**src/rtl/hazard_scoreboard.sv**
```systemverilog
// Issue-control scoreboard: per-register pending-write counters, a jump counter and an in-flight limit.
// Define SCOREBOARD_STATS_EN to add the stall_cycles / stall_hazard_cycles statistics outputs.
module hazard_scoreboard #(
    parameter int NUM_REGS     = 32,
    parameter int REG_BITS     = 5,
    parameter int MAX_INFLIGHT = 4,
    parameter int CNT_BITS     = 3
) (
    input  logic                clk,
    input  logic                rst,
    input  logic                issue_valid,
    input  logic [REG_BITS-1:0] issue_rd,
    input  logic                issue_wb,
    input  logic                issue_jmp,
    input  logic [NUM_REGS-1:0] issue_src_mask,
    output logic                issue_ready,
    input  logic                retire_valid,
    input  logic [REG_BITS-1:0] retire_rd,
    input  logic                retire_wb,
    input  logic                retire_jmp,
    input  logic                flush,
    output logic [NUM_REGS-1:0] busy_mask,
    output logic                jmp_busy,
    output logic [CNT_BITS-1:0] inflight,
    output logic                err
`ifdef SCOREBOARD_STATS_EN
    ,
    output logic [31:0]         stall_cycles,
    output logic [31:0]         stall_hazard_cycles
`endif
);

    localparam logic [CNT_BITS-1:0] MAX_CNT = CNT_BITS'(MAX_INFLIGHT);

    // Returns {underflow, next}. Opposing +1/-1 cancel; a lone -1 at zero holds zero and flags underflow.
    function automatic logic [CNT_BITS:0] step_cnt(input logic [CNT_BITS-1:0] cur,
                                                   input logic inc, input logic dec);
        logic [CNT_BITS:0] res;
        res = {1'b0, cur};
        if (inc && !dec) begin
            res = {1'b0, cur + CNT_BITS'(1)};
        end else if (dec && !inc) begin
            if (cur == '0) res = {1'b1, cur};
            else           res = {1'b0, cur - CNT_BITS'(1)};
        end
        return res;
    endfunction

    logic [CNT_BITS-1:0] icnt_q, icnt_d, jcnt_q, jcnt_d;
    logic                icnt_under, jcnt_under;
    logic [CNT_BITS-1:0] icnt_step, jcnt_step;
    logic                err_q, err_d;

    logic [NUM_REGS-1:0] issue_hit, retire_hit, reg_full, reg_under;
    logic                hazard, rd_full, issue_fire, retire_fire;

    assign issue_hit[0]  = 1'b0;
    assign retire_hit[0] = 1'b0;
    assign reg_full[0]   = 1'b0;
    assign reg_under[0]  = 1'b0;
    assign busy_mask[0]  = 1'b0;

    // Register 0 is never tracked; indices at or above NUM_REGS never match any slot.
    for (genvar gi = 1; gi < NUM_REGS; gi++) begin : g_reg
        logic [CNT_BITS-1:0] cnt_q, cnt_d;
        logic [CNT_BITS:0]   stepped;

        assign issue_hit[gi]  = issue_wb  && (issue_rd  == REG_BITS'(gi));
        assign retire_hit[gi] = retire_wb && (retire_rd == REG_BITS'(gi));
        assign stepped        = step_cnt(cnt_q, issue_fire && issue_hit[gi],
                                         retire_fire && retire_hit[gi]);
        assign reg_under[gi]  = stepped[CNT_BITS];
        assign reg_full[gi]   = (cnt_q == MAX_CNT);
        assign busy_mask[gi]  = (cnt_q != '0);

        always_comb begin
            cnt_d = stepped[CNT_BITS-1:0];
            if (flush) cnt_d = '0;
        end

        always_ff @(posedge clk) begin
            if (rst) cnt_q <= '0;
            else     cnt_q <= cnt_d;
        end
    end

    assign hazard   = |(issue_src_mask & busy_mask);
    assign rd_full  = |(issue_hit & reg_full);
    assign jmp_busy = (jcnt_q != '0);
    assign inflight = icnt_q;
    assign err      = err_q;

    // No same-cycle retire bypass: readiness looks only at registered state.
    assign issue_ready = !flush && !hazard && !jmp_busy && (icnt_q != MAX_CNT) && !rd_full;
    assign issue_fire  = issue_valid && issue_ready;
    assign retire_fire = retire_valid && !flush;

    assign {icnt_under, icnt_step} = step_cnt(icnt_q, issue_fire, retire_fire);
    assign {jcnt_under, jcnt_step} = step_cnt(jcnt_q, issue_fire && issue_jmp,
                                              retire_fire && retire_jmp);

    always_comb begin
        icnt_d = icnt_step;
        jcnt_d = jcnt_step;
        err_d  = err_q | icnt_under | jcnt_under | (|reg_under);
        if (flush) begin
            icnt_d = '0;
            jcnt_d = '0;
        end
    end

    always_ff @(posedge clk) begin
        if (rst) begin
            icnt_q <= '0;
            jcnt_q <= '0;
            err_q  <= 1'b0;
        end else begin
            icnt_q <= icnt_d;
            jcnt_q <= jcnt_d;
            err_q  <= err_d;
        end
    end

`ifdef SCOREBOARD_STATS_EN
    logic [31:0] stall_q, stall_d, stall_haz_q, stall_haz_d;
    logic        stall;

    assign stall = issue_valid && !issue_ready && !flush;

    always_comb begin
        stall_d     = stall_q;
        stall_haz_d = stall_haz_q;
        if (stall)           stall_d     = stall_q + 32'd1;
        if (stall && hazard) stall_haz_d = stall_haz_q + 32'd1;
    end

    always_ff @(posedge clk) begin
        if (rst) begin
            stall_q     <= '0;
            stall_haz_q <= '0;
        end else begin
            stall_q     <= stall_d;
            stall_haz_q <= stall_haz_d;
        end
    end

    assign stall_cycles        = stall_q;
    assign stall_hazard_cycles = stall_haz_q;
`endif

endmodule

```
**config.mk**
```make
export PLATFORM = sky130hd
export DESIGN_NAME = hazard_scoreboard
export DESIGN_NICKNAME = d
export VERILOG_FILES = /design/src/rtl/hazard_scoreboard.sv
export SDC_FILE = /design/constraint.sdc
export NUM_CORES = 1
export LEC_CHECK = 0
export CORE_MARGIN = 3
export CORE_UTILIZATION = 60
export DETAILED_ROUTE_END_ITERATION = 8
export DONT_BUFFER_PORTS = 1
export GPL_TIMING_DRIVEN = 1
export PLACE_DENSITY = 0.76
export SLEW_MARGIN = 15
export SYNTH_ARGS = -nofsm -noshare
export SYNTH_HDL_FRONTEND = slang
export SYNTH_SLANG_ARGS = --single-unit
```
**constraint.sdc**
```tcl
create_clock -name clk -period 4.55 [get_ports clk]
set_input_delay 1.1375 -clock clk [delete_from_list [all_inputs] [get_ports clk]]
set_output_delay 1.1375 -clock clk [all_outputs]
set_load 0.01 [all_outputs]
```
== Word level (Yosys, flattened, before mapping) ==
Cells that the tools add are included.
Storage, ports and cells
  bits of input ports: 51
  latch bits: 0
  memories kept: 0
  bits in registers: 100
  word-level logic and storage cells: 734
  ROM bits: 0
  RAM bits: 0
Cells by class
  $add $sub $neg: 66
  order comparisons: 0
  multiply operators: 0
  bitwise gates (word level): 5
  eq/ne operators: 127
  div/mod/pow operators: 0
  multiplexer cells: 99
  reductions and logical operators: 403
  shifts and indexed selects: 0
Operators by type and width (number)
  4-bit two-way mux: 99
  1-bit logical AND: 198
  5-bit == test (second input constant): 32
  3-bit by 1-bit adder with 3-bit output (second input constant): 33
  3-bit zero test: 33
  3-bit by 1-bit subtractor with 3-bit output (second input constant): 33
  3-bit nonzero test: 32
  3-bit == test (second input constant): 31
  5-bit by 4-bit == test with 1-bit output (second input constant): 16
  1-bit zero test: 70
  2-bit != test (second input constant): 33
  2-bit AND reduction: 33
  2-bit nonzero test: 33
  32-bit bitwise AND: 2
  32-bit OR reduction: 2
  5-bit by 3-bit == test with 1-bit output (second input constant): 8
  31-bit OR reduction: 1
  5-bit by 2-bit == test with 1-bit output (second input constant): 4
  5-bit by 1-bit == test with 1-bit output (second input constant): 2
  3-bit != test (second input constant): 1
  1-bit bitwise OR: 3
  2-bit OR reduction: 1

== Depth between registers and ports, before layout ==
  word-level depth: 16
  mapped depth: 17

== Least setup slack after synthesis ==
Ideal clock, no wire load.
  path kind: input -> register
  start: in issue_rd[1]
  end: reg g_reg[28].cnt_q[2]
  data required time: 4480 ps
  data arrival time: 3842 ps
  path slack: 638 ps
  buffers on the path: 4
  cell stages on the path: 15
  path through: buf_2 > nor4b_1 > and4_1 > nor3_1 > o2111ai_1 > nand4bb_1 > buf_2 > buf_2 > nor3_1 > ha_1 > clkbuf_1 > nor2_1 > or2_2 > or3_1 > a21oi_1
Between the ends
  word-level cells in the longest chain between the ends: 12
Ends and longest elaborated chain
  start, declared: RTL line 12  | input logic [REG_BITS-1:0] issue_rd,
  5-bit by 1-bit == test with 1-bit output, or another cell as far along: RTL line 68  | assign issue_hit[gi] = issue_wb && (issue_rd == REG_BITS'(gi));
  1-bit logical AND: RTL line 68
  32-bit bitwise AND: RTL line 88  | assign rd_full = |(issue_hit & reg_full);
  32-bit OR reduction: RTL line 88
  1-bit zero test: RTL line 94  | assign issue_ready = !flush && !hazard && !jmp_busy && (icnt_q != MAX_CNT) && !rd_full;
  1-bit logical AND: RTL line 94
  1-bit logical AND: RTL line 95  | assign issue_fire = issue_valid && issue_ready;
  1-bit logical AND *: RTL line 70  | assign stepped = step_cnt(cnt_q, issue_fire && issue_hit[gi],
  1-bit zero test: RTL line 42  | end else if (dec && !inc) begin
  1-bit logical AND: RTL line 42
  2-bit nonzero test (no source line)
  2-bit AND reduction (no source line)
  end signal, assigned: RTL line 83  | else cnt_q <= cnt_d;
  end, declared: RTL line 65  | logic [CNT_BITS-1:0] cnt_q, cnt_d;
Mark *: on every way between the ends. The rest lies on a longest branch, timed or not.
A chain may end at the register's enable or synchronous reset.

== Final worst setup path ==
  start: reg jcnt_q[0]
  end: reg err_q, in the netlist err
Between the ends
  word-level cells in the longest chain between the ends: 13
Ends and longest elaborated chain
  start, declared: RTL line 49  | logic [CNT_BITS-1:0] icnt_q, icnt_d, jcnt_q, jcnt_d;
  start signal, assigned: RTL line 119  | jcnt_q <= jcnt_d;
  3-bit nonzero test *: RTL line 89  | assign jmp_busy = (jcnt_q != '0);
  named net jmp_busy: RTL line 23  | output logic jmp_busy,
  1-bit zero test *: RTL line 94
  1-bit logical AND * (3 in a row): RTL line 94
  1-bit logical AND *: RTL line 95
  1-bit logical AND, or another cell as far along: RTL line 70
  1-bit zero test or 1-bit logical AND (tied branches): RTL line 42
  1-bit logical AND or 4-bit two-way mux (tied branches): RTL line 42
  4-bit two-way mux, on equally long branches: RTL line 42, 40
  4-bit two-way mux or 1-bit bitwise OR (tied branches): RTL line 40, 105
  31-bit OR reduction or 1-bit bitwise OR (tied branches): RTL line 105  | err_d = err_q | icnt_under | jcnt_under | (|reg_under);
  1-bit bitwise OR *: RTL line 105
  end signal, assigned: RTL line 120  | err_q <= err_d;
  end, declared: RTL line 52  | logic err_q, err_d;
The timed path passes the listed nets; every way through them passes the cells marked *. The select of a mux whose other input is x is not followed.

==> reports/metrics.cfg <==
[global_route]
total_grt_usage_pct = 30.2
grt_antenna_before_repair = 0
grt_max_degree = 82
grt_overflow_total = 0
first_global_vias = 8426
grt_pass1_wl_mm = 43.9

[logic_synthesis]
synthMostInstantiatedCell = sky130_fd_sc_hd__ha_1
netlist_instances = 1330
number_of_library_cell_types_mapped_by_synthesis = 56
synth-async-reset-ratio_pct = 0
synthFlopType = sky130_fd_sc_hd__dfxtp_1
synth_enable_flop_cells = 0
synth.area.top_cells = sky130_fd_sc_hd__ha_1 21%, sky130_fd_sc_hd__dfxtp_1 20%, sky130_fd_sc_hd__nor2_1 6.4%
synth_nets = 1549
synthDominantAreaCellType = sky130_fd_sc_hd__ha_1
netlist_top_cells_count = 168 x sky130_fd_sc_hd__ha_1, 166 x sky130_fd_sc_hd__nor2_1, 136 x sky130_fd_sc_hd__inv_1
yosys_warnings = 0
netlist_area_sq_mm = 0.00980
synthesis.area_per_instance_sq_um = 7.37
ys_seq_area_share_pct = 20.4
area_share_of_the_leading_cell_type_in_the_synthesized_netlist_pct = 21.5
synth.ff_latch_count = 100

[placed_design]
number_of_input_and_output_port_buffers_inserted = 0
place_hpwl_mm = 21.2
detailed_place.area_sq_mm = 0.0100
gp_congestion = 0.970
dpl.cell_count = 1516
place_worst_setup_slack_ps = -32.4

[cts]
cts.reportedPaths.clkPinSlew_ps = 70
clk_path_buf_depth = 2
root_buffer = sky130_fd_sc_hd__clkbuf_16
clock_tree.htree_level_count = 3
cts-buffers-inserted = 9
tritoncts = built
clock_sinks = 100
insertion_delay_ps = 360
hold_buffers = 0

[power]
peak_supply_drop_mv = 0.178
static-leakage-power_nw = 3.98
total_power_per_unit_cell_area_mw_per_mm2 = 180

[finish]
utilization_pct = 64.8
nFillCells = 1449
drive_above_1_share_pct = 4.78
n_antenna_cell = 0
final_net_count = 1531
area_delta_synth_final_pct = 5.44
fin_area_sq_mm = 0.0103
fin_cells = 1533

[die]
die-area_sq_mm = 0.0179
core.rowCount = 46
coreArea_sq_mm = 0.0159
dieWidth_microns = 134
pin_count = 89
dieHeight_microns = 134
initial_core_util_pct = 61.5

[routing]
dr_total_vias = 9567
route.met3.wl_mm = 2.54
drt_iter0_markers = 907
drtAntennaViolNets = 0
first_pass_iters = 5
drt-met1-wl_mm = 11.7
drt_wl_total_mm = 27.6
via_per_inst = 6.24
drcViolationCount = 0
routed_wire_length_per_instance_microns = 18.0
met2_length_mm = 12.3
routed.top_layer = met4

[critical_path]
startpoint_type = flop
critPathArrivalTime_ps = 4460
crit_required_ps = 4790
worst-setup-path-type = flop to flop
cp_max_fo = 7
critPathCaptureType = flop

[sta]
setup_viol = 0
timing.fmax_ghz = 0.237
finalWorstSetupSlack_ps = 330
fin_skew_ps = 8.20
layout_worst_path_cycle_share_pct = 92.7
maxSlewHeadroom_pct = 32.5
unrepaired_setup_endpoints_after_global_routing = no
final-max-slew-violation-count = 0
tightestPinTransition_ps = 1010
number_of_hold_violations_in_the_final_report = 0
period_minus_slack_ps = 4220

[job]
drv_cap = 0

[min_path]
hold_path.class = flop to flop

[status]
status = completed

## through the flow
stage	hold WS, ps	setup TNS, ps	total power, mW
final	496	0	1.86
after CTS	500	0	1.86
after global routing	523	0	1.91
after detailed placement	488	-32.4	1.01
after floorplan	462	0	0.989
after global placement	481	0	1.01
## flip-flops by register name (all words and copies together) (netlist names)
register,cells
jcnt_q,3
g.cnt_q,93
err,1
inflight,3
## power by group
group | leakage [nW] | switching (mW) | total [mW] | internal [mW]
registers | 0.805 | 0.00320 | 0.879 | 0.876
logic | 3.02 | 0.0754 | 0.112 | 0.0364
clock network | 0.153 | 0.366 | 0.864 | 0.498
total | 3.98 | 0.445 | 1.86 | 1.41
## layout by cell type, fill, tap and decap left out, types with 18 or more instances in the layout
cell type / Yosys / routed
sky130_fd_sc_hd__buf_4: 2 / 26
sky130_fd_sc_hd__inv_1: 136 / 136
sky130_fd_sc_hd__nor3_1: 60 / 60
sky130_fd_sc_hd__nand4_1: 19 / 19
sky130_fd_sc_hd__o21ai_0: 66 / 66
sky130_fd_sc_hd__ha_1: 168 / 168
sky130_fd_sc_hd__dfxtp_1: 100 / 100
sky130_fd_sc_hd__and3_1: 26 / 26
sky130_fd_sc_hd__a211oi_1: 59 / 59
sky130_fd_sc_hd__nor2_1: 166 / 166
sky130_fd_sc_hd__o22ai_1: 21 / 21
sky130_fd_sc_hd__nand2_1: 61 / 61
sky130_fd_sc_hd__or3_1: 35 / 35
sky130_fd_sc_hd__nand2b_1: 49 / 49
sky130_fd_sc_hd__a22oi_1: 18 / 18
sky130_fd_sc_hd__nand3_1: 34 / 34
sky130_fd_sc_hd__a21oi_1: 112 / 112
## routing by layer
layer	vias to the layer above	GRT usage [%]
met4	0	12.3
met1	4423	39.8
met2	393	48.3
met3	67	6.38
li1	4684	-
met5	-	0
## timing repair
action | 4_1_cts | 5_1_grt
buffers inserted | 0 | 1
setup endpoints to repair | 0 | 1
resized for setup | 0 | 1
endpoints found under the hold margin | 0 | 0
## critical path, cell delays in order, from the launching register on
cell and delay, ps:
sky130_fd_sc_hd__dfxtp_1 340, sky130_fd_sc_hd__inv_1 60, sky130_fd_sc_hd__ha_1 210, sky130_fd_sc_hd__ha_1 200, sky130_fd_sc_hd__inv_1 120, sky130_fd_sc_hd__a2111oi_2 480, sky130_fd_sc_hd__nand4_1 160, sky130_fd_sc_hd__a311oi_2 360
sky130_fd_sc_hd__buf_4 220, sky130_fd_sc_hd__nand4_1 260, sky130_fd_sc_hd__nor4b_1 340, sky130_fd_sc_hd__ha_1 310, sky130_fd_sc_hd__inv_1 110, sky130_fd_sc_hd__nand2_1 130, sky130_fd_sc_hd__nor2_1 70, sky130_fd_sc_hd__a2111oi_1 450
sky130_fd_sc_hd__buf_4 190, sky130_fd_sc_hd__a31oi_1 70
## cell families (layout without fill, tap and decap cells)
logic type	after synthesis	in the layout	share of synthesized area, %
multiplexers	15	15	1.57
buffers and inverters	191	178	7.82
other	1	1	0.0383
AND/OR/NAND/NOR	519	519	27.1
adder cells (fa/ha/maj)	168	168	21.5
flip-flops	100	100	20.4
AO/OA/AOI/OAI	336	336	21.6
## worst paths after layout
path / start / end / slack [ps] / depth (start not counted)
setup / recovery: jcnt_q[0] / err / 330 / 17
hold / removal: g_reg[31].cnt_q[1] / g_reg[31].cnt_q[1] / 500 / 2
setup reg to reg: jcnt_q[0] / err / 330 / 17
hold reg to reg: g_reg[31].cnt_q[1] / g_reg[31].cnt_q[1] / 500 / 2
## area by class of cell
type	count	area [sq um]	share of cell area [%]
multi-input combinational	1039	7030	68.1
clock inverter	4	72.6	0.703
sequential	100	2000	19.4
clock buffer	12	246	2.39
tap	216	270	2.62
timing repair buffer	26	195	1.89
inverter	136	510	4.94
(Power assumes the default switching activity.)
